File: src/rtl/mem_arb_pkg.sv
// mem_arb_pkg: shared FSM encodings and requester indices for mem_arbiter.
package mem_arb_pkg;
  localparam logic [1:0] IDLE = 2'd0;
  localparam logic [1:0] BUSY = 2'd1;
  localparam logic [1:0] DONE = 2'd2;
  localparam logic REQ_IMEM = 1'b0;
  localparam logic REQ_DMEM = 1'b1;
  function automatic logic [1:0] onehot2(input logic id);
    return id ? 2'b10 : 2'b01;
  endfunction
endpackage

File: src/rtl/rr_arbiter2.sv
// rr_arbiter2: two-way round-robin grant; pointer moves away from the requester just served.
module rr_arbiter2
  import mem_arb_pkg::*;
(
  input  logic       iCLK,
  input  logic       iRST_n,
  input  logic [1:0] req,
  input  logic       done,
  input  logic       done_id,
  output logic       gnt
);
  logic ptr_q, ptr_d;
  always_comb begin
    ptr_d = done ? ~done_id : ptr_q;
    gnt   = &req ? ptr_q : req[1];
  end
  always_ff @(posedge iCLK or negedge iRST_n)
    if (!iRST_n) ptr_q <= REQ_DMEM;
    else ptr_q <= ptr_d;
endmodule

File: src/rtl/mem_arbiter.sv
// mem_arbiter: arbitrates instruction/data cache requests onto one RAM port.
// Define MEM_ARB_TIMEOUT_EN to abort BUSY after TIMEOUT_CYC cycles without mem_ready.
module mem_arbiter
  import mem_arb_pkg::*;
#(
  parameter int ADDR_W      = 32,
  parameter int DATA_W      = 32,
  parameter int TIMEOUT_CYC = 255
) (
  input  logic                iCLK,
  input  logic                iRST_n,
  input  logic [1:0]          req_valid,
  input  logic [1:0]          req_rw,
  input  logic [2*ADDR_W-1:0] req_addr,
  input  logic [2*DATA_W-1:0] req_wdata,
  output logic [1:0]          req_ready,
  output logic [DATA_W-1:0]   req_rdata,
  output logic [ADDR_W-1:0]   mem_addr,
  output logic [DATA_W-1:0]   mem_wdata,
  output logic                mem_MemRead,
  output logic                mem_MemWrite,
  input  logic [DATA_W-1:0]   mem_rdata,
  input  logic                mem_ready,
  output logic                arb_timeout
);
  logic [1:0]        state_q, state_d;
  logic              id_q, id_d, rw_q, rw_d;
  logic [ADDR_W-1:0] addr_q, addr_d;
  logic [DATA_W-1:0] wdata_q, wdata_d, rdata_q, rdata_d;
  logic              gnt, take, fin, to_hit;

  rr_arbiter2 u_rr (
    .iCLK    (iCLK),
    .iRST_n  (iRST_n),
    .req     (req_valid),
    .done    (state_q == DONE),
    .done_id (id_q),
    .gnt     (gnt)
  );

  assign take = (state_q == IDLE) && |req_valid;
  assign fin  = (state_q == BUSY) && (mem_ready || to_hit);

`ifdef MEM_ARB_TIMEOUT_EN
  localparam int CW = $clog2(TIMEOUT_CYC + 1);
  logic [CW-1:0] cnt_q, cnt_d;
  logic          to_q, to_d;
  always_comb begin
    to_hit = (state_q == BUSY) && !mem_ready && (cnt_q == CW'(TIMEOUT_CYC - 1));
    cnt_d  = take ? '0 : (state_q == BUSY) ? cnt_q + 1'b1 : cnt_q;
    to_d   = take ? 1'b0 : fin ? to_hit : to_q;
  end
  always_ff @(posedge iCLK or negedge iRST_n)
    if (!iRST_n) begin
      cnt_q <= '0;
      to_q  <= 1'b0;
    end else begin
      cnt_q <= cnt_d;
      to_q  <= to_d;
    end
  assign arb_timeout = (state_q == DONE) && to_q;
`else
  assign to_hit      = 1'b0;
  assign arb_timeout = 1'b0;
`endif

  always_comb begin
    state_d = take ? BUSY : fin ? DONE : (state_q == DONE) ? IDLE : state_q;
    id_d    = take ? gnt : id_q;
    rw_d    = take ? req_rw[gnt] : rw_q;
    addr_d  = take ? (gnt ? req_addr[2*ADDR_W-1:ADDR_W] : req_addr[ADDR_W-1:0]) : addr_q;
    wdata_d = take ? (gnt ? req_wdata[2*DATA_W-1:DATA_W] : req_wdata[DATA_W-1:0]) : wdata_q;
    rdata_d = fin ? (mem_ready ? mem_rdata : '0) : rdata_q;
  end

  always_ff @(posedge iCLK or negedge iRST_n)
    if (!iRST_n) begin
      state_q <= IDLE;
      id_q    <= REQ_IMEM;
      rw_q    <= 1'b0;
      addr_q  <= '0;
      wdata_q <= '0;
      rdata_q <= '0;
    end else begin
      state_q <= state_d;
      id_q    <= id_d;
      rw_q    <= rw_d;
      addr_q  <= addr_d;
      wdata_q <= wdata_d;
      rdata_q <= rdata_d;
    end

  assign req_ready    = (state_q == DONE) ? onehot2(id_q) : 2'b00;
  assign req_rdata    = rdata_q;
  assign mem_addr     = addr_q;
  assign mem_wdata    = wdata_q;
  assign mem_MemRead  = (state_q == BUSY) && !rw_q;
  assign mem_MemWrite = (state_q == BUSY) && rw_q;
endmodule

File: config.mk
export PLATFORM = sky130hd
export DESIGN_NAME = mem_arbiter
export DESIGN_NICKNAME = d
export VERILOG_FILES = /design/src/rtl/mem_arb_pkg.sv /design/src/rtl/rr_arbiter2.sv /design/src/rtl/mem_arbiter.sv
export SDC_FILE = /design/constraint.sdc
export NUM_CORES = 1
export LEC_CHECK = 0
export ABC_AREA = 1
export CORE_AREA = 3 3 113 115
export CTS_BUF_LIST = sky130_fd_sc_hd__clkbuf_4 sky130_fd_sc_hd__clkbuf_8 sky130_fd_sc_hd__clkbuf_16
export CTS_CLUSTER_SIZE = 14
export DETAILED_ROUTE_END_ITERATION = 8
export DIE_AREA = 0 0 116 118
export GPL_TIMING_DRIVEN = 0
export PLACE_DENSITY = 0.86
export SETUP_SLACK_MARGIN = 0.05
export SYNTH_ARGS = -nofsm -noshare
export SYNTH_HDL_FRONTEND = slang
export SYNTH_SLANG_ARGS = --single-unit
File: constraint.sdc
create_clock -name iCLK -period 2.85 [get_ports iCLK]
set_input_delay 0.57 -clock iCLK [delete_from_list [all_inputs] [get_ports iCLK]]
set_output_delay 0.57 -clock iCLK [all_outputs]
set_load 0.005 [all_outputs]
Yosys cells after proc, flatten, opt, wreduce, memory -nomap -nowiden
Index checks and enable logic that the tools add are counted.
W data, S select, Z words.
{"block": "totals", "reg_bits": 101, "in_bits": 167, "elab_cells": 31}
{"block": "classes", "n_lt_le_gt_ge": 1, "eq_ne": 2, "muxes": 11, "bitwise_logic": 1, "n_reduce_logical": 9}
{"cell": "$mux W32", "n": 3}
{"cell": "$mux W2", "n": 5}
{"cell": "$logic_and A1 B1 Y1", "n": 4}
{"cell": "$mux W1", "n": 3}
{"cell": "$reduce_bool A3 Y1", "n": 1}
{"cell": "$eq A2 B1 Y1 const B", "n": 1}
{"cell": "$eq A2 B2 Y1 const B", "n": 1}
{"cell": "$logic_not A2 Y1", "n": 1}
{"cell": "$lt A1 B2 Y1 const B", "n": 1}
{"cell": "$reduce_and A2 Y1", "n": 1}
{"cell": "$reduce_or A2 Y1", "n": 1}
{"cell": "$logic_not A1 Y1", "n": 1}
{"cell": "$not A1 Y1", "n": 1}

Logic depth before layout (Yosys ltp)
{"block": "depth", "word_depth": 4, "depth_mapped": 8, "mapped_depth_nobuf": 6}

Modules after synthesis
From an unflattened synthesis, not the netlist that was laid out.
{"block": "unflattened", "cells_unflattened": 661, "hier_area_um2": 4810.9}
{"module": "mem_arbiter", "n_inst": 1, "cells_each": 651, "area_each_um2": 4749.6, "seq_area_each_um2": 2502.4}
{"module": "rr_arbiter2", "n_inst": 1, "cells_each": 10, "area_each_um2": 61.3, "seq_area_each_um2": 26.3}

Worst setup path before layout
Ideal clock, no wire load.
{"block": "synth_timing", "path_type": "input -> register", "start": "input port req_valid[0]", "end": "register addr_q[10], in the netlist mem_addr[10]", "setup_ns": 0.118, "t_arrival_ns": 1.214, "t_required_ns": 2.732, "setup_slack_ns": 1.518, "cell_stages": 7, "n_path_buf": 2, "path_cell_list": "nand2_1 nand2_1 buf_2 buf_2 nand2_1 nand3_1 nand2_1"}
{"block": "synth_via", "elab_chain_cells": 3, "word_cells_on_any_way": 5}
{"element": "start: declaration", "line_no": "mem_arbiter.sv:12", "source": "input logic [1:0] req_valid,"}
{"element": "$reduce_and A2 Y1", "line_no": "rr_arbiter2.sv:15", "source": "gnt = &req ? ptr_q : req[1];"}
{"element": "$mux W1", "line_no": "rr_arbiter2.sv:15"}
{"element": "$mux W32", "line_no": "mem_arbiter.sv:71", "source": "addr_d = take ? (gnt ? req_addr[2*ADDR_W-1:ADDR_W] : req_addr[ADDR_W-1:0]) : addr_q;"}
{"element": "end signal: assignment", "line_no": "mem_arbiter.sv:88", "source": "addr_q <= addr_d;"}
{"element": "end: declaration", "line_no": "mem_arbiter.sv:28", "source": "logic [ADDR_W-1:0] addr_q, addr_d;"}
Parallel ways exist; a longest one is shown, timed or not.
A chain may end at the register's enable or synchronous reset.

Worst setup path in the final report
{"block": "layout_timing", "start": "register state_q[0]", "end": "output port req_ready[1]"}
{"block": "layout_via", "elab_chain_cells": 2}
{"element": "start: declaration", "line_no": "mem_arbiter.sv:26", "source": "logic [1:0] state_q, state_d;"}
{"element": "start signal: assignment", "line_no": "mem_arbiter.sv:85", "source": "state_q <= state_d;"}
{"element": "$eq A2 B2 Y1", "line_no": "mem_arbiter.sv:93", "source": "assign req_ready = (state_q == DONE) ? onehot2(id_q) : 2'b00;"}
{"element": "$mux W2", "line_no": "mem_arbiter.sv:93"}
{"element": "end: declaration", "line_no": "mem_arbiter.sv:16", "source": "output logic [1:0] req_ready,"}
No other way between the ends.

==> summary by stage <==
Place
The placer's final routability congestion estimate is 0.833. Buffers placed on the I/O ports in this run total 266. The placed cell area is 7960 µm². The HPWL reported at the end of detailed placement is 12.5 mm.

Drt
The average wire per standard cell is 14.1 µm. In this run the remaining antenna-violating nets after routing total 0. The iteration-0 DRC count of the detailed router is 315.

The total length of routed wires is 16.2 mm. The count of vias placed by the detailed router is 5,329. The DRC violation count after routing is 0. The via-per-instance ratio is 4.63. The length of the first detailed-routing pass in iterations is 5.

Clock network
The total of cells resized after clock tree synthesis is 0. The post-CTS setup repair buffer count is 0. The clock buffer count from CTS is 9. The clock tree buffer depth is 2. The clock-pin slew reported for the worst setup and hold paths after clock tree synthesis is 0.07 ns. The clock latency of the later-clocked register in the worst-skew pair is 0.33 ns. The number of H-tree levels is 3. Clock tree synthesis selected as its root buffer the cell clkbuf_16. The number of buffers inserted by hold repair at cts is 0. The clock net in this run drives a total of 101 sinks. The clock tree from TritonCTS is done.

Min path
The type of the tightest min-delay check is input pin to async pin.

Timing
The clock period minus worst slack is 2.15 ns. At the pin with the least slew margin, the transition time is 0.613 ns. Headroom to the max-slew limit came out at 59.1%.

Setup repair after global routing left no endpoint under its margin. Hold is met by 0.239 ns. The total count of hold-check failures in the final report was 0. Setup violations remaining at the end of the flow were counted as 0. The clock arrives with 0.00613 ns of skew.

The final count of pins violating max slew came to 0. The portion of the clock cycle consumed by the worst path in the final layout is 75.4%. The highest clock rate is 0.466 GHz.

GRT
Entering global routing, the biggest net connects 57 pins. Global routing used 23.3% of the available tracks. The total global routing overflow is 0. The number of global-route vias before repair is 5,163.

The first global-routing pass estimated 25.4 mm of wire. The initial antenna violation count came to 0.

Synth
Dividing the synthesized area by the synthesized cell count gives 7.07 µm². Yosys mapped the design onto 14 distinct sky130hd cell types. The sequential cell area fraction in the yosys report is 49.7%. By area the synthesized netlist is led by dfrtp_1, nand2_1, nand3_1, inv_1, buf_2.

Synthesis produced 720 cells. The flip-flop and latch count after synthesis is 101. The number of warnings issued by yosys is 0. Of the post-synthesis cell area, the dominant cell type holds 49.2%. The cell taking the most area after synthesis is dfrtp_1. When the netlist entered floorplanning its net count stood at 887. The netlist area before placement is 5090 µm².

Job
Across the run, the number of max-cap violations was 0.

Floorplanning
The die covers 13,700 µm². The floorplan die width is 116 µm. For this configuration, the core starts out at a cell density of 42.7%. Pin placement for this block handled 268 I/O pins.

The die is 118 µm tall. The total area inside the core boundary comes to 11,900 µm². The standard-cell row count is 40.

Finish
The area growth from synthesis to layout is 62.6%. In the layout the commonest cells are nand2_1, clkdlybuf4s50_1, inv_1. The leading cell type in the layout, fill and taps excluded is nand2_1. The post-route netlist has 5.38% of its cells at a drive strength greater than 1.

After the last flow step, the layout net total stands at 1,165. The number of filler cells placed in the layout is 967. The post-layout instance area is 8270 µm². The repair_antennas step left the layout with diodes totalling 0.

Setup path
STA puts the critical path data required time at 2.28 ns. The startpoint identified for the worst register-to-register timing path is u_rr.ptr_q. The first element of the critical path is state_q[0]. STA classifies the critical path endpoint as a primary output. The type of origin of the critical path is a flip-flop.

Data arrives at the worst endpoint at 1.58 ns. The category of the most critical setup path is flip-flop to primary output. The largest fanout of any net on the critical path is 4.

Power
The worst supply voltage drop on vdd is 0.377 mV. The power per cell area is 875 nW/µm². The leakage power summed over all cells is 4.42 nW.

Run status
The run finished with clean final reports.
==> synthesized netlist by cell type, drive strengths merged <==
cell    number
dfrtp      100
clkbuf      11
buf         31
inv        138
a21oi        2
nand3      130
dfstp        1
o21ai        2
nand2      297
conb         1
nor2         7
==> power by group <==
group | switching (mW) | leakage [nW] | total (mW) | internal (mW)
sequential | 0.377 | 1.24 | 2.52 | 2.15
clock | 0.542 | 0.148 | 1.27 | 0.729
combinational | 1.54 | 3.04 | 3.44 | 1.90
==> state kept, by name, indices dropped and copies added, names as in the netlist <==
signal / count
req_rdata: 32
mem_addr: 32
u_rr.ptr_q: 1
state_q: 2
rw_q: 1
id_q: 1
mem_wdata: 32
==> metal layers <==
metal	track usage (%)	part of all wire, %	vias up
met3	7.71	10	25
met1	27.4	39	2395
met4	7.61	2.1	0
li1	-	-	2684
met2	39.8	49	225
met5	0	0	-
==> kinds of logic after synthesis <==
logic type	count (synthesis)	synth area share, %
and+or+nand+nor	434	35.3
buffers and inverters	180	14.5
DFF	101	49.7
other	1	0.0737
AOI/OAI and AO/OA	4	0.393
==> path summary, 6_finish.rpt <==
path                                endpoint  slack (ns)  depth (start not counted)
worst max-delay path            req_ready[1]        0.70                          4
worst min-delay path             mem_addr[9]        0.24                          1
worst max register to register   mem_addr[3]        1.25                          7
worst min register to register  req_rdata[4]        0.47                          2
max in group asynchronous         state_q[0]        1.92                          2
min in group iCLK               req_rdata[4]        0.47                          2
==> critical path, stage by stage (launching register included) <==
cell	delay (ns)
dfrtp_1	0.38
inv_1	0.10
nand2_1	0.09
nor2_1	0.13
clkdlybuf4s50_1	0.53
==> final cells by class <==
cell class | count | area, µm² | area share (%)
clock inverter | 5 | 58.8 | 0.711
timing repair buffer | 267 | 2690 | 32.5
multi-input combinational | 439 | 1820 | 22.0
inverter | 138 | 518 | 6.26
sequential | 101 | 2530 | 30.6
tap | 147 | 184 | 2.22
buffer | 42 | 221 | 2.68
clock buffer | 11 | 253 | 3.06
==> metrics by stage <==
stage	power, mW	setup TNS, ns	worst slack [ns]	std cells	util (%)
after global routing	7.78	0	0.582	1150	69.4
after detailed placement	6.02	0	0.606	1134	66.8
after CTS	7.30	0	0.676	1150	69.4
final	7.24	0	0.702	1150	69.4
after floorplan	3.90	0	1.52	720	-
after global placement	5.90	-257.65	-2.57	1133	66.6
No activity file was read; power rests on OpenSTA's default activity.
